`config.mk`:
```
export PLATFORM = sky130hd
export DESIGN_NAME = traffic_light_ctrl
export DESIGN_NICKNAME = d
export VERILOG_FILES = /design/src/rtl/traffic_pkg.sv /design/src/rtl/traffic_light_ctrl_tick_gen.sv /design/src/rtl/traffic_light_ctrl.sv
export SDC_FILE = /design/constraint.sdc
export NUM_CORES = 1
export LEC_CHECK = 0
export CAP_MARGIN = 20
export CORE_UTILIZATION = 36
export CTS_CLUSTER_DIAMETER = 120
export DETAILED_ROUTE_END_ITERATION = 12
export GPL_TIMING_DRIVEN = 0
export PLACE_DENSITY_LB_ADDON = 0.08
export SLEW_MARGIN = 40
export SYNTH_ARGS = -nofsm -noshare
export SYNTH_HDL_FRONTEND = slang
export SYNTH_SLANG_ARGS = --single-unit
```
`constraint.sdc`:
```
create_clock -name clk -period 2.3 [get_ports clk]
set_input_delay 0.23 -clock clk [delete_from_list [all_inputs] [get_ports clk]]
set_output_delay 0.23 -clock clk [all_outputs]
set_load 0.01 [all_outputs]
```
`src/rtl/traffic_pkg.sv`:
```
// Shared constants for the pedestrian-crossing controller: FSM state
// encodings and default phase durations.
package traffic_pkg;

   localparam int unsigned STATE_W = 3;

   localparam logic [STATE_W-1:0] GREEN  = 3'd0;
   localparam logic [STATE_W-1:0] YELLOW = 3'd1;
   localparam logic [STATE_W-1:0] RED    = 3'd2;
   localparam logic [STATE_W-1:0] ALLRED = 3'd3;
   localparam logic [STATE_W-1:0] FLASH  = 3'd4;

   localparam int unsigned DEF_CLK_DIV  = 12_000_000;
   localparam int unsigned DEF_GREEN_T  = 60;
   localparam int unsigned DEF_YELLOW_T = 5;
   localparam int unsigned DEF_RED_T    = 30;
   localparam int unsigned DEF_ALLRED_T = 2;
   localparam int unsigned DEF_CNT_W    = 8;

endpackage

```
`src/rtl/traffic_light_ctrl_tick_gen.sv`:
```
// tick_gen: free-running prescaler, one-cycle tick every CLK_DIV cycles.
// Ports: clk, rst (async active-low), tick (registered, high while the
// count equals CLK_DIV-1).
module tick_gen #(
   parameter int unsigned CLK_DIV = 12_000_000
) (
   input  logic clk,
   input  logic rst,
   output logic tick
);

   localparam int unsigned DIV_W = (CLK_DIV > 2) ? $clog2(CLK_DIV) : 1;

   logic [DIV_W-1:0] cnt;

   // tick is registered one count early so it coincides with count CLK_DIV-1
   always_ff @(posedge clk or negedge rst) begin
      if (!rst) begin
         cnt  <= '0;
         tick <= 1'b0;
      end else begin
         cnt  <= (cnt == DIV_W'(CLK_DIV - 1)) ? '0 : cnt + DIV_W'(1);
         tick <= (cnt == DIV_W'(CLK_DIV - 2));
      end
   end

endmodule

```
`src/rtl/traffic_light_ctrl.sv`:
```
// traffic_light_ctrl: pedestrian-crossing controller with latched request,
// minimum green, all-red clearance and optional night flashing.
// Build option: TRAFFIC_NIGHT_EN adds the night input and the FLASH state.
// Ports:
//   clk, rst (async active-low)
//   req         pedestrian button (async, synchronised here)
//   night       night-mode request (async, TRAFFIC_NIGHT_EN only)
//   tick        prescaler pulse
//   car_red/car_yellow/car_green, ped_walk   registered lamps
//   req_pending latched request not yet served
//   state       current FSM state
module traffic_light_ctrl
   import traffic_pkg::*;
#(
   parameter int unsigned CLK_DIV  = DEF_CLK_DIV,
   parameter int unsigned GREEN_T  = DEF_GREEN_T,
   parameter int unsigned YELLOW_T = DEF_YELLOW_T,
   parameter int unsigned RED_T    = DEF_RED_T,
   parameter int unsigned ALLRED_T = DEF_ALLRED_T,
   parameter int unsigned CNT_W    = DEF_CNT_W
) (
   input  logic               clk,
   input  logic               rst,
   input  logic               req,
`ifdef TRAFFIC_NIGHT_EN
   input  logic               night,
`endif
   output logic               tick,
   output logic               car_red,
   output logic               car_yellow,
   output logic               car_green,
   output logic               ped_walk,
   output logic               req_pending,
   output logic [STATE_W-1:0] state
);

   localparam logic [CNT_W-1:0] GREEN_LAST  = CNT_W'(GREEN_T - 1);
   localparam logic [CNT_W-1:0] YELLOW_LAST = CNT_W'(YELLOW_T - 1);
   localparam logic [CNT_W-1:0] RED_LAST    = CNT_W'(RED_T - 1);
   localparam logic [CNT_W-1:0] ALLRED_LAST = CNT_W'(ALLRED_T - 1);

   logic               req_s1, req_s2, req_d;
   logic               req_edge;
   logic               night_on;
   logic [CNT_W-1:0]   cnt, cnt_nx;
   logic [STATE_W-1:0] state_nx;
   logic               red_nx, yel_nx, grn_nx, walk_nx, pend_nx;

   tick_gen #(.CLK_DIV(CLK_DIV)) u_tick_gen (
      .clk  (clk),
      .rst  (rst),
      .tick (tick)
   );

   // request synchroniser plus edge register
   always_ff @(posedge clk or negedge rst) begin
      if (!rst) begin
         req_s1 <= 1'b0;
         req_s2 <= 1'b0;
         req_d  <= 1'b0;
      end else begin
         req_s1 <= req;
         req_s2 <= req_s1;
         req_d  <= req_s2;
      end
   end

   assign req_edge = req_s2 & ~req_d;

`ifdef TRAFFIC_NIGHT_EN
   logic night_s1, night_s2;

   // night-mode synchroniser
   always_ff @(posedge clk or negedge rst) begin
      if (!rst) begin
         night_s1 <= 1'b0;
         night_s2 <= 1'b0;
      end else begin
         night_s1 <= night;
         night_s2 <= night_s1;
      end
   end

   assign night_on = night_s2;
`else
   assign night_on = 1'b0;
`endif

   // next state, phase counter, request latch and lamp decode
   always_comb begin
      state_nx = state;
      cnt_nx   = cnt;
      pend_nx  = req_pending;
      red_nx   = 1'b0;
      yel_nx   = 1'b0;
      grn_nx   = 1'b0;
      walk_nx  = 1'b0;

      if (tick) begin
         if (night_on) begin
            state_nx = FLASH;
         end else begin
            case (state)
               GREEN:   if (cnt >= GREEN_LAST && req_pending) state_nx = YELLOW;
               YELLOW:  if (cnt == YELLOW_LAST) state_nx = RED;
               RED:     if (cnt == RED_LAST)    state_nx = ALLRED;
               ALLRED:  if (cnt == ALLRED_LAST) state_nx = GREEN;
               default: state_nx = ALLRED;   // leaving FLASH
            endcase
         end
      end

      // counter saturates in GREEN so an unserved green can last forever
      if (state_nx != state) begin
         cnt_nx = '0;
      end else if (tick && !(state == GREEN && cnt >= GREEN_LAST)) begin
         cnt_nx = cnt + CNT_W'(1);
      end

      // clearing on RED entry takes priority over a same-cycle request
      if ((state_nx == RED && state != RED) || state_nx == FLASH) begin
         pend_nx = 1'b0;
      end else if (req_edge && state != RED && state != FLASH) begin
         pend_nx = 1'b1;
      end

      case (state_nx)
         GREEN:   grn_nx = 1'b1;
         YELLOW:  yel_nx = 1'b1;
         RED: begin
            red_nx  = 1'b1;
            walk_nx = 1'b1;
         end
         ALLRED:  red_nx = 1'b1;
         // FLASH: yellow starts on, then toggles each tick
         default: yel_nx = (state != FLASH) ? 1'b1 : (car_yellow ^ tick);
      endcase
   end

   // FSM state, counter and registered outputs
   always_ff @(posedge clk or negedge rst) begin
      if (!rst) begin
         state       <= GREEN;
         cnt         <= '0;
         req_pending <= 1'b0;
         car_red     <= 1'b0;
         car_yellow  <= 1'b0;
         car_green   <= 1'b1;
         ped_walk    <= 1'b0;
      end else begin
         state       <= state_nx;
         cnt         <= cnt_nx;
         req_pending <= pend_nx;
         car_red     <= red_nx;
         car_yellow  <= yel_nx;
         car_green   <= grn_nx;
         ped_walk    <= walk_nx;
      end
   end

endmodule

```
== After elaboration in Yosys (flattened, before gate mapping) ==
Cells that the tools add are included.
Word-level totals
  flip-flop bits (word level): 44
  input port bits: 3
  output and inout port bits: 9
  logic and storage cells: 63
Cells by class
  add/sub/neg operators: 2
  order comparisons: 1
  equal/unequal tests: 15
  multiplexer cells: 16
  bitwise logic cells: 3
  reduce and logical (&&, ||, !) cells: 14
Operator list (number)
  24-bit == test (second input constant): 2
  24-bit by 1-bit adder with 24-bit output (second input constant): 1
  24-bit 2-to-1 mux: 1
  8-bit 2-to-1 mux: 2
  3-bit 2-to-1 mux: 5
  3-bit by 2-bit == test with 1-bit output (second input constant): 4
  3-bit one-hot mux with 4 select lines: 1
  8-bit by 1-bit adder with 8-bit output (second input constant): 1
  8-bit by 1-bit == test with 1-bit output (second input constant): 1
  8-bit by 3-bit == test with 1-bit output (second input constant): 1
  8-bit by 5-bit == test with 1-bit output (second input constant): 1
  8-bit by 6-bit >= comparator with 1-bit output (second input constant): 1
  3-bit by 1-bit == test with 1-bit output (second input constant): 2
  1-bit logical AND: 6
  3-bit logical NOT: 2
  1-bit 2-to-1 mux: 6
  2-bit nonzero test: 2
  3-bit == test (second input constant): 1
  3-bit by 2-bit != test with 1-bit output (second input constant): 1
  3-bit != test: 1
  3-bit != test (second input constant): 1
  3-bit OR reduction: 1
  1-bit one-hot mux with 2 select lines: 1
  2-bit OR reduction: 1
  5 further kinds: 5

== Depth between registers and ports, before layout ==
  depth in word-level cells: 9
  mapped depth: 7
  mapped depth without buffers: 7

== Hierarchy ==
Synthesis repeated with hierarchy kept, for this count alone.
Second synthesis, totals
  cell total of the unflattened synthesis: 239
  area, all modules: 2454.9 µm²
Modules (own cells, without submodules)
  tick_gen: times used 1, cells an instance 120, area each 1253.7 µm², seq. area each 625.6 µm²
  traffic_light_ctrl: times used 1, cells an instance 119, area each 1201.2 µm², seq. area each 476.7 µm²

== Worst setup path before layout ==
No wires, ideal clock.
  kind: register to register
  start: register cnt[0]
  end: register req_pending
  data arrival time: 1592 ps
  path slack: 582 ps
  cell stages (with the launch flop): 6
  path buffers: 0
  clock period less this slack: 1718 ps
  cells stage by stage: dfrtp_1 > ha_1 > or4_4 > nand4_2 > nand3_4 > o32a_1
On the way
  longest elaborated chain between the ends: 9
  elaborated cells between the ends (all ways): 17
  classes of those cells: order compare (1); eq/ne (5); mux (7); reduce/logical (4)
Ends and longest elaborated chain
  from (decl): RTL line traffic_light_ctrl.sv:45  | logic [CNT_W-1:0] cnt, cnt_nx;
  from (signal assigned): RTL line traffic_light_ctrl.sv:152  | cnt <= cnt_nx;
  8-bit by 6-bit >= comparator with 1-bit output: RTL line traffic_light_ctrl.sv:104  | GREEN: if (cnt >= GREEN_LAST && req_pending) state_nx = YELLOW;
  1-bit logical AND: RTL line traffic_light_ctrl.sv:104
  3-bit 2-to-1 mux: RTL line traffic_light_ctrl.sv:104
  3-bit one-hot mux with 4 select lines *: RTL line traffic_light_ctrl.sv:103  | case (state)
  3-bit 2-to-1 mux *: RTL line traffic_light_ctrl.sv:99  | if (tick) begin
  named net state_nx[0]: RTL line traffic_light_ctrl.sv:46  | logic [STATE_W-1:0] state_nx;
  3-bit by 2-bit == test with 1-bit output: RTL line traffic_light_ctrl.sv:121  | if ((state_nx == RED && state != RED) || state_nx == FLASH) begin
  1-bit logical AND: RTL line traffic_light_ctrl.sv:121
  1-bit logical OR *: RTL line traffic_light_ctrl.sv:121
  1-bit 2-to-1 mux / 2-bit nonzero test (equally long branches)
  to (signal assigned): RTL line traffic_light_ctrl.sv:153  | req_pending <= pend_nx;
  to (decl): RTL line traffic_light_ctrl.sv:33  | output logic req_pending,
The timed path passes the listed nets; every way through them passes the cells marked *.
A chain may end at the register's enable or synchronous reset.

== Worst setup path in the final report ==
  start: register state[2]
  end: register cnt[5]
On the way
  longest elaborated chain between the ends: 5
  elaborated cells between the ends (all ways): 16
  classes of those cells: eq/ne (4); mux (7); reduce/logical (5)
Ends and longest elaborated chain
  from (decl): RTL line traffic_light_ctrl.sv:34  | output logic [STATE_W-1:0] state
  from (signal assigned): RTL line traffic_light_ctrl.sv:151  | state <= state_nx;
  3-bit by 2-bit == test with 1-bit output, or another cell as far along: RTL line traffic_light_ctrl.sv:103
  3-bit one-hot mux with 4 select lines / 1-bit logical AND (equally long branches): RTL line traffic_light_ctrl.sv:103, traffic_light_ctrl.sv:116
  3-bit 2-to-1 mux / 1-bit logical NOT (equally long branches): RTL line traffic_light_ctrl.sv:99, traffic_light_ctrl.sv:116
  3-bit != test / 1-bit logical AND (equally long branches): RTL line traffic_light_ctrl.sv:114, traffic_light_ctrl.sv:116
  8-bit 2-to-1 mux / 2-bit nonzero test (equally long branches)
Parallel ways exist; a longest one is shown, timed or not.

==> results.cfg <==
[clock_tree]
post_cts_buffers = 0
cts_tree = done
cts_sinks = 44
cts.path.max_buffers = 2
cts_made_buffers = 5
clock_latency_ps = 300
h-tree-depth = 2
root_buffer = clkbuf_8
path_clk_slew_ps = 90

[timing]
fin_worst_skew_ps = 8.823
hold_viol_final = 0
setup_viol = 0
slew_violations = 0
fmax_mhz = 491.1
tightest_slew_ps = 550.7
rsz0062_at_grt = no
period_needed_ps = 2036
min_period_over_period_pct = 88.53
slew_headroom_pct = 63.01

[cells_and_area]
num_antenna_cells = 0
final_core_util_pct = 43.56
fin_nets = 249
drive_gt1_share_pct = 9.917
area_delta_synth_final_pct = 15.02

[routing]
vias = 1637
wl_um = 4455
vias_per_cell = 5.164
antenna_left = 0
drt_iter0_markers = 43
first_pass_iters = 4
wl_per_cell_um = 14.05
route.detailed.drc = 0

[setup_path]
cpPeakStageDelay_ps = 590
crit_chain = clkbuf_1 -> nor4_4 -> a31oi_1 -> o22ai_2 -> nor2_1
cp_top_family = simple AND/OR/NAND/NOR gates
cp.arrival_ps = 2210
crit_fanout = 9
reg2reg_from = state[2]
critical_path.startpoint_type = register
worstSetupEndpointType = register
crit_slowest_cell = nor4_4
critical_path_required_ps = 2470
r2r-end = cnt[5]
rr_worst_depth = 5
reg2reg_slack_ps = 260
crit_type = reg -> reg
worst-path-buf-inv = 1

[synth]
synth-seq-cells = 44
async_reset_ff_share_pct = 100.0
yosysWarnings = 0
netlist_area_sq_mm = 0.002282
synth_cell_type_count = 52
synth_flop_cell = dfrtp_1
avgSynthCellArea_sq_um = 10.33
synthCells = 221
synth_edf_count = 0
seq_area_frac_synth_pct = 48.30
syn-num-nets = 229

[pwr]
peakVddDrop_uv = 240.5
powerDensity_mw_per_mm2 = 534.9
power_w = 0.001404
p_leak_nw = 1.171

[die]
std_cell_rows = 28
core_area_sq_mm = 0.006026
die_w_um = 81.62
die-area_sq_mm = 0.006662
ios = 12
start_util_pct = 37.87
fp.dieH_um = 81.62

[outcome]
status = finished clean

[placed_design]
dp.final_hpwl_um = 3166
io_buffer_count = 11
gp_congestion = 0.7554

[hold_path]
worst_hold_path_type = in -> async

[global_routing]
grt_max_degree = 25
antenna_found_initial = 0
track_usage_pct = 15.55
grt_overflow = 0
grt_pass1_vias = 1703
grt_first_pass_wirelength_um = 7859

[flow_run]
cap_violations = 0
==> state kept, by name, summed over array words and instances, names as in the netlist <==
register / cells
req_d: 1
req_s2: 1
u_tick_gen.tick: 1
car_yellow: 1
state: 3
u_tick_gen.cnt: 24
cnt: 8
ped_walk: 1
car_red: 1
req_pending: 1
car_green: 1
req_s1: 1
==> per-layer routing <==
layer  track usage, %  share of wire, %  vias to the layer above
li1                 -                 -                      825
met1            19.93                49                      777
met2            25.50                46                       27
met3            3.333               3.0                        8
met4            6.140               1.6                        0
met5                0                 0                        -
==> Yosys cell counts, types with 2 or more instances <==
cell      number  area (sq um)
clkbuf_1       2         7.510
nor2_1        31         116.4
nor3b_1        5         37.54
nor4b_1        3         26.28
o21ai_0        2         10.01
nand3_1       11         55.05
nand2b_1       2         12.51
a21o_1         3         22.52
and4_1         3         26.28
a31oi_1        2         12.51
nand2_1       12         45.04
a21oi_1        3         15.01
nor4_2         3         37.54
and3_1         9         56.30
o21ai_1        2         10.01
ha_1           5         62.56
xnor2_1       19         166.4
or2_1          2         12.51
dfrtp_1       43          1076
inv_1          6         22.52
xor2_1         8         70.07
nor3_1         7         35.03
nand4_1        7         43.79
o21a_1         3         22.52
==> repair_timing <==
item                                   4_1_cts  5_1_grt
resized for setup                            0        0
endpoints found under the hold margin       19        0
hold buffers                                 1        0
==> cells in the final DEF (no fill, tap or decap), drive strengths merged, types with 6 or more instances in the layout <==
cell / synthesis / final
dfrtp: 43 / 43
nand3: 13 / 13
inv: 6 / 6
clkbuf: 2 / 7
and3: 9 / 9
nand2: 13 / 13
xor2: 8 / 8
xnor2: 19 / 19
clkdlybuf4s50: 0 / 10
nor3: 8 / 8
nor2: 31 / 31
nand4: 8 / 8
==> final cells by class <==
| type | count | area, sq um |
|---|---|---|
| Fill cell | 607 | 3401 |
| Sequential cell | 44 | 1102 |
| Tap cell | 75 | 93.84 |
| Inverter | 6 | 22.52 |
| Multi-Input combinational cell | 166 | 1127 |
| Clock inverter | 3 | 42.54 |
| Timing Repair Buffer | 13 | 137.6 |
| Clock buffer | 5 | 68.82 |
| Buffer | 5 | 30.03 |
==> worst max-delay path by stage <==
| stage | slack [ps] | cells after the start | start | endpoint |
|---|---|---|---|---|
| finish | 260 | 5 | state[2] | cnt[5] |
| CTS | 270 | 5 | state[2] | cnt[5] |
| global placement | -300 | 1 | rst | u_tick_gen.cnt[18] |
| floorplan | 580 | 5 | cnt[0] | req_pending |
| global route | 150 | 5 | state[2] | cnt[1] |
| detailed placement | 280 | 5 | state[2] | cnt[5] |
==> through the flow <==
| step | instances | setup WS [ps] | hold WS [ps] | setup TNS [ps] | cell area (sq um) |
|---|---|---|---|---|---|
| after floorplan | 221 | 582.1 | -65.59 | 0 | 2282 |
| after global placement | 307 | -301.8 | 335.1 | -12900 | 2486 |
| after detailed placement | 308 | 282.2 | 141.6 | 0 | 2504 |
| after CTS | 317 | 268.8 | 345.2 | 0 | 2625 |
| after global routing | 317 | 154.8 | 364.6 | 0 | 2625 |
| final | 317 | 263.8 | 341.0 | 0 | 2625 |
==> cells by family after synthesis <==
family                   synth area share, %
AO/OA/AOI/OAI                          7.292
XOR/XNOR                               10.36
adder cells (fa/ha/maj)                2.741
buffers and inverters                  2.303
flip-flops                             48.30
multiplexers                          0.4386
AND/OR/NAND/NOR                        28.56
==> where the power goes <==
part | leakage, nW | internal [W] | switching, W
Sequential | 0.585 | 0.000775 | 0.000000848
Combinational | 0.532 | 0.00000773 | 0.0000162
Clock | 0.0541 | 0.000322 | 0.000282
Power figures use the tool's default switching activity.
